--- src/rtl/rf_wb_arbiter.sv ---
// rtl/rf_wb_arbiter.sv - register-file write-port arbiter: W-stage writeback plus a
// squashable FIFO of long-latency results, with pending-write lookup for decode.
module rf_wb_arbiter #(
    parameter int DEPTH        = 4,
    parameter int STARVE_LIMIT = 8
) (
    input  logic                     clk,
    input  logic                     reset,
    input  logic                     w_valid,
    output logic                     w_ready,
    input  logic [4:0]               w_addr,
    input  logic [31:0]              w_data,
    input  logic [31:0]              w_pc,
    input  logic [31:0]              w_instr,
    input  logic                     s_valid,
    output logic                     s_ready,
    input  logic [4:0]               s_addr,
    input  logic [31:0]              s_data,
    input  logic [31:0]              s_pc,
    input  logic [31:0]              s_instr,
    output logic                     rf_wr,
    output logic [4:0]               rf_a3,
    output logic [31:0]              rf_wd,
    output logic [31:0]              rf_pc,
    output logic [31:0]              rf_instr,
    input  logic [4:0]               q_a1,
    input  logic [4:0]               q_a2,
    output logic                     q_hit1,
    output logic                     q_hit2,
    output logic [$clog2(DEPTH):0]   count
);
    localparam int AW = $clog2(DEPTH);
    localparam int CW = AW + 1;
    localparam int GW = $clog2(STARVE_LIMIT + 1);
    localparam logic [CW-1:0] DEPTH_C = CW'(DEPTH);
    localparam logic [GW-1:0] LIMIT_C = GW'(STARVE_LIMIT);

    logic [4:0]    q_addr  [DEPTH];
    logic [31:0]   q_data  [DEPTH];
    logic [31:0]   q_pc    [DEPTH];
    logic [31:0]   q_instr [DEPTH];
    logic [DEPTH-1:0] q_vld;

    logic [AW-1:0] wr_ptr;
    logic [AW-1:0] rd_ptr;
    logic [GW-1:0] age;

    logic w_xfer;
    logic w_wr;
    logic s_push;
    logic pop;

    assign w_ready = (age < LIMIT_C);
    assign s_ready = (count < DEPTH_C);
    assign w_xfer  = w_valid & w_ready;
    assign w_wr    = w_xfer & (w_addr != 5'd0);
    // A secondary result racing a primary write to the same register is older, so it is dropped.
    assign s_push  = s_valid & s_ready & (s_addr != 5'd0) & ~(w_wr & (s_addr == w_addr));
    assign pop     = ~w_wr & (count != '0);

    // Valid bits are cleared on pop, so a set bit always marks a live queued entry.
    always_comb begin
        q_hit1 = 1'b0;
        q_hit2 = 1'b0;
        for (int i = 0; i < DEPTH; i++) begin
            if (q_vld[i] && q_addr[i] == q_a1 && q_a1 != 5'd0) q_hit1 = 1'b1;
            if (q_vld[i] && q_addr[i] == q_a2 && q_a2 != 5'd0) q_hit2 = 1'b1;
        end
    end

    always_ff @(posedge clk) begin
        if (s_push) begin
            q_addr[wr_ptr]  <= s_addr;
            q_data[wr_ptr]  <= s_data;
            q_pc[wr_ptr]    <= s_pc;
            q_instr[wr_ptr] <= s_instr;
        end
    end

    always_ff @(posedge clk or posedge reset) begin
        if (reset) begin
            q_vld  <= '0;
            wr_ptr <= '0;
            rd_ptr <= '0;
            count  <= '0;
            age    <= '0;
        end else begin
            for (int i = 0; i < DEPTH; i++) begin
                if (w_wr && q_addr[i] == w_addr) q_vld[i] <= 1'b0;
            end
            if (pop) begin
                q_vld[rd_ptr] <= 1'b0;
                rd_ptr        <= rd_ptr + AW'(1);
            end
            if (s_push) begin
                q_vld[wr_ptr] <= 1'b1;
                wr_ptr        <= wr_ptr + AW'(1);
            end
            case ({s_push, pop})
                2'b10:   count <= count + CW'(1);
                2'b01:   count <= count - CW'(1);
                default: count <= count;
            endcase
            if (count == '0 || pop) age <= '0;
            else if (age < LIMIT_C) age <= age + GW'(1);
        end
    end

    always_ff @(posedge clk or posedge reset) begin
        if (reset) begin
            rf_wr    <= 1'b0;
            rf_a3    <= '0;
            rf_wd    <= '0;
            rf_pc    <= '0;
            rf_instr <= '0;
        end else if (w_wr) begin
            rf_wr    <= 1'b1;
            rf_a3    <= w_addr;
            rf_wd    <= w_data;
            rf_pc    <= w_pc;
            rf_instr <= w_instr;
        end else if (pop && q_vld[rd_ptr]) begin
            rf_wr    <= 1'b1;
            rf_a3    <= q_addr[rd_ptr];
            rf_wd    <= q_data[rd_ptr];
            rf_pc    <= q_pc[rd_ptr];
            rf_instr <= q_instr[rd_ptr];
        end else begin
            rf_wr    <= 1'b0;
        end
    end
endmodule
--- config.mk ---
export PLATFORM = sky130hd
export DESIGN_NAME = rf_wb_arbiter
export DESIGN_NICKNAME = d
export VERILOG_FILES = /design/src/rtl/rf_wb_arbiter.sv
export SDC_FILE = /design/constraint.sdc
export NUM_CORES = 1
export LEC_CHECK = 0
export BUFFER_PORTS_ARGS = -buffer_cell sky130_fd_sc_hd__buf_4
export CORE_UTILIZATION = 55
export DETAILED_ROUTE_END_ITERATION = 12
export PLACE_DENSITY = 0.78
export SLEW_MARGIN = 20
export SYNTH_ARGS = -nofsm -noshare
export SYNTH_HDL_FRONTEND = slang
export SYNTH_SLANG_ARGS = --single-unit
--- constraint.sdc ---
create_clock -name clk -period 11.75 [get_ports clk]
set_input_delay 0.5875 -clock clk [delete_from_list [all_inputs] [get_ports clk]]
set_output_delay 0.5875 -clock clk [all_outputs]
set_load 0.1 [all_outputs]
* Yosys cells after proc, flatten, opt, wreduce, memory -nomap -nowiden
Memories as Yosys holds them, arrays and structs flattened.
Index checks and enable logic that the tools add are counted.
** Word-level totals
- Flip-flop bits (word level) :: 117
- Word-level logic and storage cells :: 120
- Bits of input ports :: 216
- Bits in writable memories :: 404
- Memories :: 4
** Operators by class
- Add/subtract/negate cells :: 5
- Equality and inequality tests :: 15
- Mux-type cells :: 35
- Reduce and logical (&&, ||, !) cells :: 33
- Magnitude comparators :: 6
- Bitwise logic cells :: 12
** Memory list
- q_data :: depth 4, width 32, read ports 1, clocked after Yosys merged registers in 0, write ports 1, RTL line 39 : logic [31:0] q_data [DEPTH];
- q_instr :: depth 4, width 32, read ports 1, clocked after Yosys merged registers in 0, write ports 1, RTL line 41 : logic [31:0] q_instr [DEPTH];
- q_pc :: depth 4, width 32, read ports 1, clocked after Yosys merged registers in 0, write ports 1, RTL line 40 : logic [31:0] q_pc [DEPTH];
- q_addr :: depth 4, width 5, read ports 5, clocked after Yosys merged registers in 0, write ports 1, RTL line 38 : logic [4:0] q_addr [DEPTH];
** Operator list (count)
- 2-to-1 mux 32 bit :: 6
- equality test 5 bit :: 13
- logical AND 1 bit :: 23
- nonzero test 5 bit :: 4
- 2-to-1 mux 1 bit :: 19
- 2-to-1 mux 4 bit :: 4
- 2-to-1 mux 5 bit :: 2
- AND 1 bit :: 7
- < comparator 2 x 3 -> 1 bit, second input constant :: 2
- case mux 3 bit (2 select lines) :: 1
- nonzero test 2 bit :: 3
- adder 2 x 1 -> 2 bit, second input constant :: 2
- adder 4 x 1 -> 4 bit, second input constant :: 1
- AND 4 bit :: 1
- demux 1 bit (select 2 bit) :: 2
- >= comparator 2 x 1 -> 1 bit, second input constant :: 2
- < comparator 4 bit, second input constant :: 1
- inverter 4 bit :: 1
- OR 4 bit :: 1
- adder 3 x 1 -> 3 bit, second input constant :: 1
- zero test 3 bit :: 1
- < comparator 3 bit, second input constant :: 1
- nonzero test 3 bit :: 1
- subtractor 3 x 1 -> 3 bit, second input constant :: 1
- 5 further kinds :: 6

* Depth between registers and ports, before layout
- Depth after elaboration :: 9
- Gate-level depth with buffers :: 14

* Worst setup path before layout
Ideal clock, no wire load.
- Kind :: flip-flop to flip-flop
- Start :: register count[2]
- End :: memory q_addr[3][0] (enable)
- Path buffers :: 1
- Library setup time :: 0.471 ns
- Slack :: 6.902 ns
- Arrival :: 4.377 ns
- Data required time :: 11.279 ns
- Cell stages (with the launch flop) :: 5
- Cells stage by stage :: dfrtp_1 > inv_1 > o2111a_2 > buf_6 > and2_1
** Between the ends
- Longest elaborated chain between the ends :: 6
** Ends and longest elaborated chain
- from (decl) :: RTL line 30 : output logic [$clog2(DEPTH):0] count
- from (signal assigned) :: RTL line 100 : 2'b10: count <= count + CW'(1);
- from (signal assigned) :: RTL line 101 : 2'b01: count <= count - CW'(1);
- from (signal assigned) :: RTL line 102 : default: count <= count;
- < comparator 3 bit :: RTL line 54 : assign s_ready = (count < DEPTH_C);
- via s_ready :: RTL line 16 : output logic s_ready,
- AND 1 bit (3 in series) :: RTL line 58 : assign s_push = s_valid & s_ready & (s_addr != 5'd0) & ~(w_wr & (s_addr == w_addr));
- 2-to-1 mux 1 bit :: RTL line 72 : if (s_push) begin
- 2-to-1 mux 1 bit (not written as such) :: RTL line 73 : q_addr[wr_ptr] <= s_addr;
- to (decl) :: RTL line 38
The timed path passes the listed nets, and every way through them passes these cells.

* Worst setup path after layout
- Start :: input port w_addr[0]
- End :: memory q_instr[0][23] (enable)
** Between the ends
- Longest elaborated chain between the ends :: 7
- Elaborated cells on any way between the ends :: 8
** Ends and longest elaborated chain
- from (decl) :: RTL line 11 : input logic [4:0] w_addr,
- nonzero test 5 bit :: RTL line 56 : assign w_wr = w_xfer & (w_addr != 5'd0);
- AND 1 bit :: RTL line 56
- AND 1 bit * :: RTL line 58
- inverter 1 bit * :: RTL line 58
- AND 1 bit * :: RTL line 58
- 2-to-1 mux 1 bit * :: RTL line 72
- 2-to-1 mux 1 bit (not written as such) * :: RTL line 76 : q_instr[wr_ptr] <= s_instr;
- to (decl) :: RTL line 41
Every way passes the cells marked *; elsewhere a longest branch is shown, timed or not.

==> impl_metrics.env <==
export IMPL_status="finished, final reports clean"
export IMPL_dieArea_sq_um=38800
export IMPL_synth_seq_cells=521
export IMPL_power_leakage_nw=9.531
export IMPL_p_per_area_nw_per_um2=287.4
export IMPL_reg2reg_slack_ps=8680
export IMPL_hold_ws_ps=172.6
export IMPL_clk_latency_ps=560
export IMPL_synth_top_family_by_area="multiplexers"
export IMPL_overflow=0
export IMPL_stdcell_area_sq_um=25440
export IMPL_crit_path_start_kind="input pin"
export IMPL_grt_pass1_vias=11550
export IMPL_initial_core_util_pct=55.64
export IMPL_grt_max_degree=136
export IMPL_synth_xor_area_share_pct=3.016
export IMPL_endpoint="q_instr[0][23]"
export IMPL_synth_nets=1385
export IMPL_worst_path_most_repeated_cell="buf_4"
export IMPL_hold_viol=0
export IMPL_crit_path_end_kind="flop"
export IMPL_grtUsageTotal_pct=23.56
export IMPL_dr_first_iter_drc_count=771
export IMPL_async_reset_ff_share_pct=22.46
export IMPL_drc=0
export IMPL_clock_fmax_ghz=0.2936
export IMPL_top_usage_layer="met2"
export IMPL_cts_hold_buf=0
export IMPL_drt_pre_antenna_iters=5
export IMPL_finalWorstSetupSlack_ps=8344
export IMPL_r2r_end="q_instr[0][23]"
export IMPL_r2r_start="age[3]"
export IMPL_cp_num_buf_inv=2
export IMPL_yosys_top_cells_area="edfxtp_1 58%, dfrtp_1 14%, mux4_2 11%"
export IMPL_num_vias=11260
export IMPL_yosys_cell_count_top_type="edfxtp_1"
export IMPL_synth_top_area_cell="edfxtp_1"
export IMPL_cts_tree="yes"
export IMPL_antenna_found_initial=5
export IMPL_dp_hpwl_um=28950
export IMPL_clock_skew_ps=16.30
export IMPL_routed_wl_um=45120
export IMPL_io_buffers=324
export IMPL_worst_ep_arrival_time_ps=3570
export IMPL_synth_simple_gate_area_share_pct=3.250
export IMPL_synth_common_cells="404 x edfxtp_1, 117 x dfrtp_1, 102 x mux4_2, 102 x nor2_1, 101 x mux2i_1"
export IMPL_post_cts_resize_count=0
export IMPL_place_ws_ps=7763
export IMPL_synth_area_mux_share_pct=15.88
export IMPL_synth_edf_count=404
export IMPL_cts_setup_buffers=0
export IMPL_core_sq_um=37580
export IMPL_ys_seq_area_share_pct=72.03
export IMPL_fp_dieW_um=197.0
export IMPL_avgViaCountPerCell=5.551
export IMPL_gr_usage_met3_pct=5.664
export IMPL_setup_viol=0
export IMPL_final_antenna_net_count=0
export IMPL_crit_required_ps=11920
export IMPL_synth_adder_area_share_pct=0.6942
export IMPL_cts_sinks=521
export IMPL_synth_compound_area_share_pct=2.879
export IMPL_syn_mean_instance_area_sq_um=18.05
export IMPL_crit_chain="buf_4 -> or4_4 -> o21a_1 -> nand4_1 -> o2111a_2 -> and2_4 -> buf_4"
export IMPL_dieHeight_um=197.0
export IMPL_placed_cell_area_sq_um=23680
export IMPL_gp_congestion=0.8985
export IMPL_fin_setup_tns_ps=0
export IMPL_slew_headroom_pct=38.82
export IMPL_drive_gt1_share_pct=34.87
export IMPL_hp_class="in2async"
export IMPL_ys_types=36
export IMPL_cpLargestDelayFamily="simple AND/OR/NAND/NOR gates"
export IMPL_crit_fanout=60
export IMPL_synth_area_sq_um=20910
export IMPL_cts_buffers=50
export IMPL_post_drt_wl_per_cell_um=22.25
export IMPL_grtUsageMet1_pct=31.97
export IMPL_worst_slew_pin_slew_ps=917.8
export IMPL_period_share_pct=28.99
export IMPL_min_period_ps=3406
export IMPL_worstSetupPathType="in2reg"
export IMPL_fin_nets=1700
export IMPL_ioPinCount=325
export IMPL_syn_instance_count=1158
export IMPL_slowest_stage="buf_4"
export IMPL_crit_cells=7
export IMPL_area_delta_synth_final_pct=21.67
export IMPL_use_met2_pct=37.99
export IMPL_ir_worst_vdd_uv=255.1
export IMPL_cts_root_buf="clkbuf_16"
export IMPL_maxCapViolations=0
export IMPL_htree_levels=2
export IMPL_clk_path_buf_depth=3
export IMPL_grt_first_pass_wirelength_um=67910
export IMPL_grt_setup_unrepaired="false"
export IMPL_synth_ff_type="edfxtp_1"
export IMPL_path_clk_slew_ps=60
export IMPL_r2r_cells=6
export IMPL_yosys_warnings=0
export IMPL_maxSlewViolCount=0
export IMPL_yosysTopAreaCellShare_pct=58.03
export IMPL_cp_slowest_stage_delay_ps=800
export IMPL_critPathLaunch="w_addr[0]"
export IMPL_fp_row_count=71
[worst register-to-register path, delay by kind of cell (launching register included)]
family | cells | cell delay (ps)
buffers and inverters | 1 | 850
and+or+nand+nor | 3 | 840
AOI/OAI and AO/OA | 2 | 580
DFF | 1 | 350
[power by group]
| part | switching, mW | leakage [nW] | internal (mW) | total (mW) |
|---|---|---|---|---|
| combinational | 2.14 | 3.69 | 0.846 | 2.99 |
| clock | 0.664 | 0.847 | 1.02 | 1.68 |
| sequential | 0.238 | 5.00 | 2.40 | 2.64 |
| total | 3.04 | 9.53 | 4.27 | 7.31 |
[layout make-up]
type | instances | area [sq um]
Sequential cell | 521 | 15070
Fill cell | 2497 | 12140
Multi-Input combinational cell | 553 | 5403
Timing Repair Buffer | 336 | 2522
Clock buffer | 67 | 1399
Tap cell | 511 | 639.4
Clock inverter | 26 | 352.8
Inverter | 11 | 46.29
Antenna cell | 3 | 7.507
[state kept, by name (all words and copies together) (netlist names), 3 cells and up]
signal and cells:
q_vld 4, q_instr 128, rf_pc 32, rf_wd 32, q_addr 20, rf_a3 5, q_data 128, count 3
rf_instr 32, age 4, q_pc 128
[worst min-delay path by stage]
stage               from            to  cells past startpoint
2_1_floorplan     age[0]        age[0]                      1
3_3_place_gp      age[0]        age[0]                      1
3_5_place_dp      age[0]        age[0]                      1
4_1_cts            reset  rf_instr[28]                      2
5_1_grt        s_data[7]  q_data[2][7]                      1
6_report           reset  rf_instr[22]                      2
[cells in the final DEF (no fill, tap or decap), types with 24 or more instances in the layout]
master and count:
nor2_1 102, xor2_1 48, a21oi_1 98, clkbuf_16 53, dfrtp_1 115, buf_4 336
xnor2_1 24, mux2i_1 101, edfxtp_1 404, mux4_2 102
[stage by stage]
step | cells | utilization, % | total power, mW
after floorplan | 1158 | - | 4.981
after global placement | 1932 | 63.01 | 5.647
after detailed placement | 1932 | 63.01 | 5.693
after CTS | 2025 | 67.67 | 7.383
after global routing | 2027 | 67.69 | 7.598
final | 2028 | 67.69 | 7.310
[routing by layer]
layer,up-vias,wire [um]
li1,5116,-
met1,5668,18390
met2,383,22050
met3,86,3387
met4,4,1258
met5,-,30
[logic make-up (layout without fill, tap and decap cells)]
family                   after synthesis  after routing
AND/OR/NAND/NOR                      154            154
AO/OA/AOI/OAI                        112            112
flip-flops                           521            521
XOR/XNOR                              72             72
other                                  0              3
adder cells (fa/ha/maj)               11             11
multiplexers                         204            204
buffers and inverters                 84            440
No activity file was read; power rests on OpenSTA's default activity.
